**src/rtl/fp_minmax_pkg.sv**
```systemverilog
// Shared types, status bit positions and IEEE-754 classification helpers for the min/max reducer.
// Latency: combinational helpers only, no state.
// Backpressure: not applicable, no flow control here.
package fp_minmax_pkg;

  typedef enum logic [1:0] {IDLE, ACCUM, DONE} state_t;

  // Positions of the exception flags in the {NV,DZ,OF,UF,NX} status word
  localparam int ST_NV = 4;
  localparam int ST_DZ = 3;
  localparam int ST_OF = 2;
  localparam int ST_UF = 1;
  localparam int ST_NX = 0;

  // Helpers take the operand zero-extended to this width, plus the format's field widths
  localparam int FP_MAX_W = 64;

  function automatic logic is_nan(input logic [FP_MAX_W-1:0] x, input int expo_w, input int mant_w);
    logic [FP_MAX_W-1:0] mant_mask;
    logic [FP_MAX_W-1:0] expo_mask;
    mant_mask = (64'd1 << mant_w) - 64'd1;
    expo_mask = ((64'd1 << expo_w) - 64'd1) << mant_w;
    return ((x & expo_mask) == expo_mask) && ((x & mant_mask) != '0);
  endfunction

  // Signalling NaN: NaN with the quiet bit (mantissa MSB) clear
  function automatic logic is_snan(input logic [FP_MAX_W-1:0] x, input int expo_w, input int mant_w);
    return is_nan(x, expo_w, mant_w) && !x[mant_w-1];
  endfunction

  // Sign 0, exponent all-ones, only the quiet bit set in the mantissa
  function automatic logic [FP_MAX_W-1:0] canonical_qnan(input int expo_w, input int mant_w);
    return (((64'd1 << expo_w) - 64'd1) << mant_w) | (64'd1 << (mant_w - 1));
  endfunction

endpackage

```
**src/rtl/fp_minmax_cmp.sv**
```systemverilog
// Ordering of two IEEE-754 operands under minimumNumber/maximumNumber rules.
// Latency: purely combinational.
// Backpressure: none; evaluated every cycle from the current accumulator and incoming beat.
module fp_minmax_cmp
  import fp_minmax_pkg::*;
#(
  parameter int EXPO_W = 8,
  parameter int MANT_W = 23,
  localparam int DATA_W = 1 + EXPO_W + MANT_W
) (
  input  logic [DATA_W-1:0] a,
  input  logic [DATA_W-1:0] b,
  input  logic              op_max,
  output logic              b_wins,
  output logic              both_nan,
  output logic              any_snan
);

  logic a_nan;
  logic b_nan;
  logic a_lt_b;
  logic b_lt_a;
  logic a_sign;
  logic b_sign;
  logic [DATA_W-2:0] a_mag;
  logic [DATA_W-2:0] b_mag;

  assign a_nan    = is_nan(FP_MAX_W'(a), EXPO_W, MANT_W);
  assign b_nan    = is_nan(FP_MAX_W'(b), EXPO_W, MANT_W);
  assign both_nan = a_nan && b_nan;
  assign any_snan = is_snan(FP_MAX_W'(a), EXPO_W, MANT_W) || is_snan(FP_MAX_W'(b), EXPO_W, MANT_W);
  assign a_sign   = a[DATA_W-1];
  assign b_sign   = b[DATA_W-1];
  assign a_mag    = a[DATA_W-2:0];
  assign b_mag    = b[DATA_W-2:0];

  // Sign-magnitude ordering (-0 below +0, Inf and subnormals fall out naturally), then NaN-avoiding pick; ties keep a
  always_comb begin
    a_lt_b = 1'b0;
    b_lt_a = 1'b0;
    b_wins = 1'b0;
    if (a_sign != b_sign) begin
      a_lt_b = a_sign;
      b_lt_a = b_sign;
    end else if (!a_sign) begin
      a_lt_b = a_mag < b_mag;
      b_lt_a = b_mag < a_mag;
    end else begin
      a_lt_b = a_mag > b_mag;
      b_lt_a = b_mag > a_mag;
    end
    if (a_nan && !b_nan) begin
      b_wins = 1'b1;
    end else if (!a_nan && !b_nan) begin
      b_wins = op_max ? a_lt_b : b_lt_a;
    end
  end

endmodule

```
**src/rtl/fp_minmax_reduce.sv**
```systemverilog
// Streaming IEEE-754 minimumNumber/maximumNumber reduction with sticky NV and saturating element count.
// Latency: out_valid rises one cycle after the last beat is accepted; one beat per cycle within a packet.
// Backpressure: in_ready drops while a result waits in DONE; out_ready low holds the result stable.
// Optional: define FP_MINMAX_IDX_EN to add out_idx, the zero-based index of the winning beat.
module fp_minmax_reduce
  import fp_minmax_pkg::*;
#(
  parameter int EXPO_W = 8,
  parameter int MANT_W = 23,
  parameter int CNT_W  = 8,
  localparam int DATA_W = 1 + EXPO_W + MANT_W
) (
  input  logic              clk,
  input  logic              rst_n,
  input  logic              in_valid,
  output logic              in_ready,
  input  logic [DATA_W-1:0] in_data,
  input  logic              in_last,
  input  logic              op_max,
  output logic              out_valid,
  input  logic              out_ready,
  output logic [DATA_W-1:0] out_data,
  output logic [4:0]        out_status,
  output logic [CNT_W-1:0]  out_cnt
`ifdef FP_MINMAX_IDX_EN
  ,
  output logic [CNT_W-1:0]  out_idx
`endif
);

  localparam logic [DATA_W-1:0] QNAN = DATA_W'(canonical_qnan(EXPO_W, MANT_W));

  state_t              state_q;
  state_t              state_d;
  logic [DATA_W-1:0]   acc_q;
  logic                mode_q;
  logic                nv_q;
  logic [CNT_W-1:0]    cnt_q;
  logic                beat;
  logic                b_wins;
  logic                both_nan;
  logic                any_snan;

  assign beat = in_valid && in_ready;

  fp_minmax_cmp #(
    .EXPO_W (EXPO_W),
    .MANT_W (MANT_W)
  ) u_cmp (
    .a        (acc_q),
    .b        (in_data),
    .op_max   (mode_q),
    .b_wins   (b_wins),
    .both_nan (both_nan),
    .any_snan (any_snan)
  );

  // State register
  always_ff @(posedge clk or negedge rst_n) begin
    if (!rst_n) state_q <= IDLE;
    else        state_q <= state_d;
  end

  // Next state and handshake outputs: accept beats until last, then hold the result until taken
  always_comb begin
    state_d   = state_q;
    in_ready  = 1'b0;
    out_valid = 1'b0;
    case (state_q)
      IDLE, ACCUM: begin
        in_ready = 1'b1;
        if (beat) state_d = in_last ? DONE : ACCUM;
      end
      DONE: begin
        out_valid = 1'b1;
        if (out_ready) state_d = IDLE;
      end
      default: state_d = IDLE;
    endcase
  end

  // Accumulator, mode, sticky NV and counter; a NaN is stored canonicalised so a lone NaN emerges as qNaN
  always_ff @(posedge clk or negedge rst_n) begin
    if (!rst_n) begin
      acc_q  <= '0;
      mode_q <= 1'b0;
      nv_q   <= 1'b0;
      cnt_q  <= '0;
    end else if (beat) begin
      if (state_q == IDLE) begin
        acc_q  <= is_nan(FP_MAX_W'(in_data), EXPO_W, MANT_W) ? QNAN : in_data;
        mode_q <= op_max;
        nv_q   <= is_snan(FP_MAX_W'(in_data), EXPO_W, MANT_W);
        cnt_q  <= CNT_W'(1);
      end else begin
        if (b_wins)        acc_q <= in_data;
        else if (both_nan) acc_q <= QNAN;
        nv_q  <= nv_q || any_snan;
        cnt_q <= (cnt_q == '1) ? cnt_q : cnt_q + 1'b1;
      end
    end
  end

`ifdef FP_MINMAX_IDX_EN
  logic [CNT_W-1:0] idx_q;

  // Winning beat index; the pre-increment count is this beat's index and saturates along with it
  always_ff @(posedge clk or negedge rst_n) begin
    if (!rst_n) begin
      idx_q <= '0;
    end else if (beat) begin
      if (state_q == IDLE) idx_q <= '0;
      else if (b_wins)     idx_q <= cnt_q;
    end
  end

  assign out_idx = idx_q;
`endif

  // Result fields come straight from registers, so they are stable for the whole DONE wait
  always_comb begin
    out_status        = '0;
    out_status[ST_NV] = nv_q;
  end

  assign out_data = acc_q;
  assign out_cnt  = cnt_q;

endmodule

```
**config.mk**
```make
export PLATFORM = sky130hd
export DESIGN_NAME = fp_minmax_reduce
export DESIGN_NICKNAME = d
export VERILOG_FILES = /design/src/rtl/fp_minmax_pkg.sv /design/src/rtl/fp_minmax_cmp.sv /design/src/rtl/fp_minmax_reduce.sv
export SDC_FILE = /design/constraint.sdc
export NUM_CORES = 1
export LEC_CHECK = 0
export CAP_MARGIN = 10
export CORE_MARGIN = 2
export CORE_UTILIZATION = 43
export CTS_CLUSTER_DIAMETER = 120
export DETAILED_ROUTE_END_ITERATION = 8
export PLACE_DENSITY = 0.74
export RECOVER_POWER = 100
export SYNTH_ARGS = -nofsm -noshare
export SYNTH_HDL_FRONTEND = slang
export SYNTH_HIERARCHICAL = 1
export SYNTH_SLANG_ARGS = --single-unit
```
**constraint.sdc**
```tcl
create_clock -name clk -period 2.9 [get_ports clk]
set_clock_uncertainty 0.2 [all_clocks]
set_input_delay 0.58 -clock clk [delete_from_list [all_inputs] [get_ports clk]]
set_output_delay 0.58 -clock clk [all_outputs]
set_load 0.05 [all_outputs]
```
# --- Yosys cells after proc, flatten, opt, wreduce, memory -nomap -nowiden ---
# Cells that the tools add are included.
op_classes:
  add_sub_neg: 1
  n_mul: 0
  div_mod_pow: 0
  n_lt_le_gt_ge: 4
  eq_ne: 9
  shift: 0
  mux: 20
  bitwise: 0
  n_reduce_logical: 23
op_table:
  columns: ["cell", "count"]
  rows:
  - ["$mux 32", 4]
  - ["$reduce_bool 64->1", 2]
  - ["$gt 31x31->1", 2]
  - ["$lt 31x31->1", 2]
  - ["$eq 8x8->1 const B", 3]
  - ["$mux 8", 2]
  - ["$mux 1", 10]
  - ["$add 8x1->8 const B", 1]
  - ["$logic_and 1x1->1", 8]
  - ["$reduce_and 2->1", 4]
  - ["$mux 2", 3]
  - ["$ne 2x2->1 const B", 3]
  - ["$logic_not 1->1", 4]
  - ["$pmux 2 s2", 1]
  - ["$reduce_bool 3->1", 1]
  - ["$eq 2x1->1 const B", 1]
  - ["$eq 2x2->1 const B", 1]
  - ["$logic_not 2->1", 1]
  - ["$logic_or 1x1->1", 2]
  - ["$reduce_or 2->1", 1]
  - ["$ne 1x1->1", 1]
totals:
  ff_bits: 44
  latch_bits: 0
  ramBits: 0
  rom_bits: 0
  input_bits: 38
  output_inout_bits: 47
  wordCells: 62
  memories: 0

# --- Longest topological paths before layout ---
# Gate-level depths: netlist (run 1).
logic_depth:
  depth_word: 8
  ltp_mapped: 13
  mapped_depth_nobuf: 12

# --- Cells and area by module ---
# The synthesis (run 1) kept the hierarchy.
modules_own_cells:
  columns: ["mod", "n_inst", "cells_each", "area_each_um2", "seq_area_each_um2"]
  rows:
  - ["fp_minmax_reduce", 1, 159, 1923.1, 1101.1]
  - ["fp_minmax_cmp", 1, 143, 978.4, 0.0]

# --- Least setup slack after synthesis (run 1) ---
# Ideal clock, no wire load.
synth_path:
  kind: "flip-flop to flip-flop"
  startpoint: "register acc_q[30], in the netlist out_data[30]"
  endpoint: "register acc_q[19], in the netlist out_data[19]"
  setup_ns: 0.121
  arrival_ns: 2.976
  t_required_ns: 2.579
  slack_ns: -0.397
  path_stages_with_launch: 13
  path_buffers: 2
  synth_period_minus_slack_ns: 3.297
  path_cell_list: "dfrtp_1 ha_1 nand4_1 or3_1 nand3b_4 a31oi_2 o211a_1 a311oi_2 or2b_1 and2_1 clkbuf_1 clkbuf_1 a32o_2"
synth_between:
  elab_chain_cells: 8
  word_cells_on_any_way: 21
  classes_between: "order compare (4); eq/ne (1); mux (9); reduce/logical (7)"
synth_rtl:
  columns: ["element", "line", "text"]
  rows:
  - ["start, declared", "fp_minmax_reduce.sv:35", "logic [DATA_W-1:0] acc_q;"]
  - ["start signal, assigned", "fp_minmax_reduce.sv:91", "acc_q <= is_nan(FP_MAX_W'(in_data), EXPO_W, MANT_W) ? QNAN : in_data;"]
  - ["start signal, assigned", "fp_minmax_reduce.sv:96", "if (b_wins) acc_q <= in_data;"]
  - ["$lt 31x31->1, or another cell as far along", "fp_minmax_cmp.sv:47", "b_lt_a = b_mag < a_mag;"]
  - ["$mux 1 / $logic_and 1x1->1 (equally long branches)", "fp_minmax_cmp.sv:45, fp_minmax_pkg.sv:23", null]
  - ["$mux 1 / $logic_not 1->1 (equally long branches)", "fp_minmax_cmp.sv:42, fp_minmax_cmp.sv:54", null]
  - ["$mux 1 / $logic_and 1x1->1 (equally long branches)", "fp_minmax_cmp.sv:55, fp_minmax_cmp.sv:54", null]
  - ["$mux 1", "fp_minmax_cmp.sv:54", "end else if (!a_nan && !b_nan) begin"]
  - ["$mux 1 (*)", "fp_minmax_cmp.sv:52", "if (a_nan && !b_nan) begin"]
  - ["net b_wins", "fp_minmax_reduce.sv:40", "logic b_wins;"]
  - ["$reduce_bool 3->1 (no line) / $mux 32 (equally long branches)", null, null]
  - ["$reduce_and 2->1 (no line) / $mux 32 (equally long branches)", null, null]
# Mark *: on every way through the listed nets, which the timed path passes. The rest lies on a longest branch.
# A chain may end at the register's enable or synchronous reset.

# --- Worst setup path in the final report (run 1) ---
layout_path:
  startpoint: "register acc_q[30], in the netlist out_data[30]"
  endpoint: "register acc_q[10], in the netlist out_data[10]"
# The elaborated chain is that of the path after synthesis.

==> key figures, run 1 <==
Outcome
  • Outcome: complete, but fails checks
  • Violated checks: negative setup slack

Setup path
  • Worst path slowest cell: dfrtp_2
  • Slowest stage delay, CP: 430 ps
  • WP data required: 2950 ps
  • Setup CP Type: flop to flop
  • Critical path arrival: 2970 ps
  • Crit path cell chain: ha_4, nand4_1, or3_4, nand3b_4, a31oi_4, o211a_1, a311oi_2, or2b_4, o21ai_4, buf_4, a22o_1
  • Crit end category: flop
  • CP Launch Type: flop
  • Crit path max fanout: 5

STA
  • Final worst setup slack: -27.8 ps
  • F_max: 342 MHz
  • Final hold vios: 0
  • Period utilisation layout: 1.01
  • Fin crit period: 2930 ps
  • Worst rel slew slack: 0.249
  • Tightest Pin Transition: 1130 ps
  • Slew Viols, Final: 0
  • Unrepaired setup endpoints after global routing: yes
  • Setup violators final: 14

Synthesis
  • Area leader, netlist: dfrtp_1
  • Synth Area per Inst: 9.61 µm²
  • Ys Warns: 6
  • Synth Cell Area: 0.00290 mm²
  • Syn Inst Count: 302
  • Synth top area cells: dfrtp_1 (38%), ha_1 (14%), inv_1 (4.7%), a32o_1 (3.8%), nor4_1 (3.4%)
  • Synth unique cells: 50
  • FF+latch count, synth: 44
  • Asr flop ratio synth: 1.00
  • Main flop type after synthesis: dfrtp_1
  • EDFF count, synth: 0
  • Post-synth top area share: 0.379
  • Post-synthesis sequential area ratio: 0.379

Floorplan
  • Core ar.: 0.00642 mm²
  • DIE HEIGHT: 86.1 µm
  • Die ar.: 0.00742 mm²
  • Die X: 86.1 µm
  • Row cnt: 29
  • I/O pins: 85
  • Initial Utilization: 0.452

Layout
  • # nets final: 529
  • Antenna diodes: 0
  • Layout cell share with drive strength beyond 1: 0.417
  • Final Util: 0.748
  • Area growth from synthesis to layout: 65.6%

Placed design
  • Count of input and output buffers: 80
  • Final weighted congestion of routability-driven global placement: 0.867
  • DP HPWL: 7130 µm
  • Setup Slack @ Placement: -1210 ps

Drt
  • DRT Wirelength: 9660 µm
  • DR iter-0 viols: 228
  • DR pass1 iterations: 5
  • Vias post-DR: 3080
  • Post-DR wirelength/cell: 18.0 µm
  • Drt via density: 5.74
  • Number of antenna-violating nets in the routed design: 0
  • DRC: 0

Global route
  • Total track usage: 0.273
  • Pin count of the biggest net entering global routing: 26
  • First-pass GRT wire length: 15800 µm
  • Initial antenna violation count: 0
  • GRT overflow: 0
  • Vias in the first global route: 3194

Clock network
  • Clock slew at reported path FFs: 90 ps
  • Clock Tree Buf Depth: 2
  • CTS tree: done
  • Clock buffer count from CTS: 5
  • H-tree Lvls: 2
  • Root buf cell: clkbuf_8
  • Sink Count: 44
  • Post-CTS Hold Fix Bufs: 0
  • Worst-skew pair later-pin latency: 300 ps

Power
  • Pint: 2.07 mW
  • Comb power frac: 0.636
  • Leak: 2.15 nW
  • PwrDens: 810 mW/mm²
  • Peak supply drop: 524 µV
  • Clock power frac: 0.107
  • Switching share of power: 0.467
  • Sw Pwr: 1.82 mW
  • Reg power frac: 0.257

Run
  • Max_cap viols: 0

Min path
  • Hold Path Class: input port to asynchronous set/reset pin
## cell type report
| type | count | area [µm²] |
|---|---|---|
| multi-input combinational | 210 | 1960 |
| tap | 77 | 96.3 |
| sequential | 44 | 1130 |
| timing repair buffer | 162 | 1370 |
| clock inverter | 1 | 7.51 |
| fill | 460 | 1620 |
| clock buffer | 7 | 86.3 |
| inverter | 36 | 158 |
## flip-flops by register name (all words and copies together), names as in the netlist
register  count
state_q       2
nv_q          1
mode_q        1
out_data     32
out_cnt       8
## cells by family (layout without fill, tap and decap cells)
kind of cell | after synthesis | count (layout) | synth area share
AND/OR/NAND/NOR | 87 | 87 | 0.165
AO/OA/AOI/OAI | 81 | 81 | 0.218
buffers and inverters | 51 | 206 | 0.0785
flip-flops | 44 | 44 | 0.379
adder cells (fa/ha/maj) | 32 | 32 | 0.138
XOR/XNOR | 4 | 4 | 0.0121
multiplexers | 2 | 2 | 0.00776
other | 1 | 4 | 0.00129
## power by group through the flow
stage | logic [mW] | registers (mW) | clock network [mW]
after floorplan | 0.642 | 1.64 | 0
after global placement | 2.24 | 0.964 | 0
after detailed placement | 2.28 | 0.977 | 0
after CTS | 2.46 | 0.997 | 0.425
after global routing | 2.62 | 1.03 | 0.448
final | 2.48 | 0.998 | 0.416
## layer usage
layer  global-route usage  part of all wire  vias to the layer above
li1                     -                 -                     1448
met1                0.343              0.42                     1490
met2                0.464              0.49                      125
met3               0.0529             0.067                       17
met4                0.101             0.020                        0
met5                    0                 0                        -
## repair_timing
| item | in CTS | in global routing |
|---|---|---|
| gates cloned | 2 | 0 |
| setup endpoints to repair | 32 | 32 |
| gates resized for setup | 105 | 14 |
| pin swaps | 39 | 14 |
| setup buffers | 3 | 1 |
## Yosys cell counts, drive strengths merged, types with 9 or more instances
| master | instances |
|---|---|
| nand4 | 14 |
| ha | 32 |
| nor4 | 16 |
| inv | 36 |
| o21ai | 10 |
| a21oi | 16 |
| a32o | 15 |
| dfrtp | 44 |
| buf | 9 |
| nand2 | 19 |
| nor2 | 13 |
## worst max-delay path, delay by kind of cell (launching register included)
family,cells,cell delay [ps]
AOI/OAI and AO/OA,5,770
and+or+nand+nor,4,1010
buffers and inverters,1,200
DFF,1,430
adders and majority gates,1,260
## placed cells by master (no fill, tap or decap), drive strengths merged, types with 4 or more instances in the layout
cell type	netlist	routed
nor2	13	13
a21oi	16	16
nand4	14	14
nor4	16	16
a32o	15	15
dlygate4sd3	0	22
clkbuf	6	15
nand3	4	4
o22a	8	8
conb	1	4
nand2	19	19
clkdlybuf4s50	0	27
a211oi	4	4
inv	36	36
nor3	6	6
a22o	8	8
dlygate4sd2	0	19
dfrtp	44	44
o21ai	10	10
buf	9	84
ha	32	32
## stage by stage
stage / total power, mW / hold slack (ps) / instances / instance area [µm²] / setup TNS (ps)
2_1_floorplan: 2.28 / 84.4 / 305 / 3090 / -1350
3_3_place_gp: 3.20 / 305 / 524 / 4450 / -29520
3_5_place_dp: 3.26 / 316 / 524 / 4450 / -33530
4_1_cts: 3.89 / 18.7 / 536 / 4790 / -726
5_1_grt: 4.10 / 346 / 537 / 4800 / -2290
6_report: 3.89 / 264 / 537 / 4800 / -137
## path summary, 6_finish.rpt
check	startpoint	to	slack [ps]	depth (start not counted)
setup / recovery	out_data[30]	out_data[10]	-30	11
max in group asynchronous	rst_n	out_data[24]	950	2
setup reg to reg	out_data[30]	out_data[10]	-30	11
hold reg to reg	state_q[1]	state_q[0]	330	1
min in group clk	state_q[1]	state_q[0]	330	1
hold / removal	rst_n	out_data[16]	260	1
No activity file was read; power rests on OpenSTA's default activity.
==> run 2: changes to the inputs <==
--- a/config.mk
+++ b/config.mk
@@ -10,6 +10,7 @@
 export CORE_UTILIZATION = 43
 export CTS_CLUSTER_DIAMETER = 120
 export DETAILED_ROUTE_END_ITERATION = 8
+export MAX_ROUTING_LAYER = met4
 export PLACE_DENSITY = 0.74
 export RECOVER_POWER = 100
 export SYNTH_ARGS = -nofsm -noshare
==> run 2 against run 1 <==
The flow still finishes with violations (negative setup slack). Non-clock buffer count did not move. Via count hardly changed. Combinational power about the same. Core utilization is the same. Global-route usage rose by 0.90 points. Cell count unchanged. Worst setup slack better by 8.9 ps. Clock power about the same. Hold slack improved by 5.3 ps. Die area did not move. Critical endpoint is now out_data[29]. Largest power group unchanged.
==> key figures, run 2 (synthesized netlist as in run 1, its figures left out) <==
Floorplan
  • Die X: 86.1 µm (unchanged)
  • Row cnt: 29 (unchanged)
  • Core ar.: 0.00642 mm² (unchanged)
  • DIE HEIGHT: 86.1 µm (unchanged)
  • I/O pins: 85 (unchanged)
  • Initial Utilization: 0.452 (unchanged)
  • Die ar.: 0.00742 mm² (unchanged)

Layout
  • Layout Cells excl Fill: 537 (unchanged)
  • Fillers: 460 (unchanged)
  • Max reg flops: 32 (unchanged)
  • Layout cell share with drive strength beyond 1: 0.417 (unchanged)
  • Antenna diodes: 0 (unchanged)
  • Commonest non-fill, non-tap cell in the layout: buf_4
  • Leading cell types in the layout, fill and taps excluded: buf_4 (76), clkdlybuf4s50_1 (27), dfrtp_1 (23)
  • Area growth from synthesis to layout: 65.6% (unchanged)
  • # nets final: 529 (unchanged)

Setup path
  • Slowest stage delay, CP: 440 ps (about the same)
  • Crit path cell chain: ha_4, nand4_1, or3_4, nand3b_4, a31oi_4, o211a_1, a311oi_2, or2b_4, o21a_4, buf_12, o22a_1
  • Levels on crit path: 11 (unchanged)
  • Critical path arrival: 2910 ps (-60 ps)
  • Crit end category: flop
  • Worst-case reg-to-reg path depth: 11 (unchanged)
  • Worst r2r src: out_data[29]
  • Worst path slowest cell: dfrtp_2
  • Largest delay share family, worst path: simple AND/OR/NAND/NOR gates
  • FF-to-FF End: out_data[29]
  • Buf+Inv Stages, Crit Path: 1 (unchanged)
  • CP Launch Type: flop
  • Reg2reg setup slack: -20 ps (about the same)
  • WP data required: 2890 ps (-60 ps)
  • Crit path max fanout: 8 (+3)
  • Setup crit start: out_data[29]
  • Setup CP Type: flop to flop
  • Setup crit end: out_data[29]

Clock network
  • Sink Count: 44 (unchanged)
  • H-tree Lvls: 2 (unchanged)
  • Clock Tree Buf Depth: 2 (unchanged)
  • Clock slew at reported path FFs: 90 ps (about the same)
  • Post-CTS Hold Fix Bufs: 0 (unchanged)
  • CTS tree: done
  • Clock buffer count from CTS: 5 (unchanged)
  • Root buf cell: clkbuf_8
  • Worst-skew pair later-pin latency: 310 ps (about the same)

Placed design
  • Cells after DPL: 524 (unchanged)
  • DP HPWL: 7130 µm (unchanged)
  • Count of input and output buffers: 80 (unchanged)
  • Setup Slack @ Placement: -1210 ps (unchanged)
  • Final weighted congestion of routability-driven global placement: 0.881 (+1.6%)

Power
  • PwrDens: 808 mW/mm² (-0.19%)
  • Peak supply drop: 524 µV (-0.12%)
  • Overall power: 3.88 mW (-0.19%)
  • Leak: 2.15 nW (unchanged)

Global route
  • Pin count of the biggest net entering global routing: 26 (unchanged)
  • Vias in the first global route: 3193 (-0.031%)
  • First-pass GRT wire length: 15800 µm (+0.30%)
  • Initial antenna violation count: 0 (unchanged)
  • Total track usage: 0.282 (+0.00897)
  • GRT overflow: 0 (unchanged)

Drt
  • Number of antenna-violating nets in the routed design: 0 (unchanged)
  • DR iter-0 viols: 204 (-11%)
  • Vias post-DR: 3077 (-0.097%)
  • DR pass1 iterations: 4 (-1)
  • Post-DR wirelength/cell: 18.0 µm (-0.10%)
  • DRT Wirelength: 9650 µm (-0.10%)
  • Drt via density: 5.73 (about the same)
  • DRC: 0 (unchanged)

STA
  • Hold WS: 269 ps (+5.26 ps)
  • Final hold vios: 0 (unchanged)
  • Setup violators final: 10 (-4)
  • Worst rel slew slack: 0.240 (-0.00855)
  • Slew Viols, Final: 0 (unchanged)
  • Unrepaired setup endpoints after global routing: yes
  • Fin crit period: 2920 ps (-8.88 ps)
  • Period utilisation layout: 1.01 (-0.00306)
  • Final worst setup slack: -18.9 ps (+8.88 ps)
  • F_max: 343 MHz (+0.30%)
  • Tightest Pin Transition: 1140 ps (+12.8 ps)

Run
  • Max_cap viols: 0 (unchanged)

Outcome
  • Outcome: complete, but fails checks
  • Violated checks: negative setup slack

Min path
  • Hold Path Class: input port to asynchronous set/reset pin
## run 2: area by class of cell
class,count,area (µm²),area share
inverters,36,158,0.0328
repair buffers,162,1370,0.284
well taps,77,96.3,0.0201
clock inverters,1,7.51,0.00156
flip-flops and latches,44,1130,0.235
clock buffers,7,86.3,0.0180
multi-input cells,210,1960,0.409
## run 2: how the worst min path moves through the flow
stage          slack [ps]            to  cells after the start
2_1_floorplan          80        mode_q                      0
3_3_place_gp          310    state_q[0]                      1
3_5_place_dp          320    state_q[0]                      1
4_1_cts                20  out_data[15]                      1
5_1_grt               340  out_data[16]                      1
6_report              270  out_data[15]                      1
## run 2: repair_timing
| action | CTS | global route |
|---|---|---|
| buffers inserted | 3 | 1 |
| endpoints found under the setup margin | 32 | 32 |
| gates resized for setup | 105 | 14 |
| hold endpoints to repair | 0 | 0 |
| cloned | 2 | 0 |
| pin swaps | 39 | 15 |
## run 2: metal layers
metal  global-route usage  wire, µm
met2                0.465      4780
met4                0.101       203
met5                    -         0
met1                0.344      4030
met3               0.0529       640
## run 2: per-stage QoR
stage	area, µm²	utilization	TNS (ps)
floorplan	3090	-	-1350
global placement	4450	0.694	-29520
detailed placement	4450	0.694	-33530
CTS	4790	0.746	-726
global route	4800	0.748	-2290
finish	4800	0.748	-97.9
## run 2: power by group
group / switching, mW / internal (mW)
clock: 0.223 / 0.194
sequential: 0.183 / 0.816
combinational: 1.41 / 1.06
==> run 3: changes to the inputs <==
--- a/config.mk
+++ b/config.mk
@@ -8,6 +8,7 @@
 export CAP_MARGIN = 10
 export CORE_MARGIN = 2
 export CORE_UTILIZATION = 43
+export CTS_BUF_LIST = sky130_fd_sc_hd__clkbuf_8 sky130_fd_sc_hd__clkbuf_16
 export CTS_CLUSTER_DIAMETER = 120
 export DETAILED_ROUTE_END_ITERATION = 8
 export MAX_ROUTING_LAYER = met4
==> run 3 against run 2 <==
The flow still finishes with violations (negative setup slack). Fmax about the same. Power about the same. Sequential share of layout area unchanged. Non-clock buffer count unchanged. Cell count unchanged. First-iteration DRC count unchanged. Die area unchanged. Critical path type unchanged.
==> key figures, run 3 (synthesized netlist as in run 1, its figures left out) <==
Outcome
  • Outcome: complete, but fails checks
  • Violated checks: negative setup slack

Drt
  • DRC: 0 (unchanged)
  • DR pass1 iterations: 4 (unchanged)
  • Vias post-DR: 3082 (+0.16%)
  • Post-DR wirelength/cell: 18.0 µm (about the same)
  • Drt via density: 5.74 (+0.16%)
  • DR iter-0 viols: 204 (unchanged)
  • DRT Wirelength: 9660 µm (about the same)
  • Number of antenna-violating nets in the routed design: 0 (unchanged)

Global route
  • Initial antenna violation count: 0 (unchanged)
  • GRT overflow: 0 (unchanged)
  • Pin count of the biggest net entering global routing: 26 (unchanged)
  • Total track usage: 0.282 (unchanged)
  • First-pass GRT wire length: 15800 µm (unchanged)
  • Vias in the first global route: 3193 (unchanged)

STA
  • F_max: 343 MHz (about the same)
  • Total Neg Setup Slack: -99.1 ps (-1.16 ps)
  • Unrepaired setup endpoints after global routing: yes
  • Final worst setup slack: -18.2 ps (+0.731 ps)
  • Period utilisation layout: 1.01 (about the same)
  • Worst rel slew slack: 0.251 (+0.0104)
  • Final hold vios: 0 (unchanged)
  • Setup violators final: 11 (+1)
  • Slew Viols, Final: 0 (unchanged)
  • Tightest Pin Transition: 1120 ps (-15.6 ps)
  • Fin crit period: 2920 ps (-0.731 ps)

Layout
  • Commonest non-fill, non-tap cell in the layout: buf_4
  • Antenna diodes: 0 (unchanged)
  • Final Util: 0.748 (unchanged)
  • Layout cell share with drive strength beyond 1: 0.417 (unchanged)
  • Leading cell types in the layout, fill and taps excluded: buf_4 (76), clkdlybuf4s50_1 (27), dfrtp_1 (23)
  • Area growth from synthesis to layout: 65.6% (unchanged)
  • Max reg flops: 32 (unchanged)
  • # nets final: 529 (unchanged)

Setup path
  • Setup CP Type: flop to flop
  • WP data required: 2890 ps (about the same)
  • Crit path max fanout: 8 (unchanged)
  • Critical path arrival: 2910 ps (about the same)
  • CP Launch Type: flop
  • Crit end category: flop

Clock network
  • H-tree Lvls: 2 (unchanged)
  • CTS tree: done
  • Clock slew at reported path FFs: 90 ps (about the same)
  • Worst-skew pair later-pin latency: 300 ps (about the same)
  • Root buf cell: clkbuf_8
  • Clock Tree Buf Depth: 2 (unchanged)
  • Sink Count: 44 (unchanged)
  • Clock buffer count from CTS: 5 (unchanged)

Placed design
  • Count of input and output buffers: 80 (unchanged)
  • Final weighted congestion of routability-driven global placement: 0.881 (unchanged)
  • DP HPWL: 7130 µm (unchanged)

Floorplan
  • Die X: 86.1 µm (unchanged)
  • DIE HEIGHT: 86.1 µm (unchanged)
  • Initial Utilization: 0.452 (unchanged)
  • I/O pins: 85 (unchanged)
  • Row cnt: 29 (unchanged)
  • Die ar.: 0.00742 mm² (unchanged)
  • Core ar.: 0.00642 mm² (unchanged)

Power
  • PwrDens: 808 mW/mm² (about the same)
  • Leak: 2.15 nW (+0.19%)
  • Peak supply drop: 524 µV (about the same)

Run
  • Max_cap viols: 0 (unchanged)

Min path
  • Hold Path Class: input port to asynchronous set/reset pin
[run 3: layer usage]
layer  vias to the layer above  GRT usage  wire [µm]
met5                         -          -          0
li1                       1448          -          -
met1                      1485      0.344       4040
met4                         0      0.101        221
met3                        21     0.0529        627
met2                       128      0.465       4770
[run 3: power by group]
part / internal [mW] / switching [mW]
clock network: 0.190 / 0.221
registers: 0.816 / 0.183
logic: 1.06 / 1.41
total: 2.07 / 1.81
[run 3: critical path: stages, from the launching register on]
cell and delay (ps):
dfrtp_2 440, ha_4 270, nand4_1 130, or3_4 370, nand3b_4 180, a31oi_4 160, o211a_1 190, a311oi_2 40
or2b_4 310, o21a_4 220, buf_12 130, o22a_1 160
[run 3: path summary, 6_finish.rpt]
kind,depth (start not counted),end,startpoint,slack (ps)
worst max-delay path,11,out_data[29],out_data[29],-20
worst min register to register,1,state_q[0],state_q[1],330
worst min-delay path,1,out_data[15],rst_n,260
worst max register to register,11,out_data[29],out_data[29],-20
min in group clk,1,state_q[0],state_q[1],330
max in group asynchronous,2,out_data[24],rst_n,950
[run 3: cell type report]
| cell class | count | area [µm²] |
|---|---|---|
| Clock buffer | 6 | 82.6 |
| Clock inverter | 2 | 11.3 |
| Fill cell | 460 | 1620 |
| Inverter | 36 | 158 |
| Multi-Input combinational cell | 210 | 1960 |
| Sequential cell | 44 | 1130 |
| Tap cell | 77 | 96.3 |
| Timing Repair Buffer | 162 | 1370 |
[run 3: stage by stage]
stage	total power, mW	setup WS [ps]	instances	hold slack, ps	instance area, µm²
after floorplan	2.28	-120	305	84.4	3090
after global placement	3.20	-1020	524	305	4450
after detailed placement	3.26	-1210	524	316	4450
after CTS	3.88	-62.8	536	18.7	4790
after global routing	4.09	-109	537	344	4800
final	3.88	-18.2	537	263	4800
[run 3: timing repair]
item | in CTS | in global routing
setup buffers | 3 | 1
setup endpoints to repair | 32 | 32
pin swaps | 39 | 15
hold buffers | 0 | 0
gates resized for setup | 105 | 14
gates cloned | 2 | 0
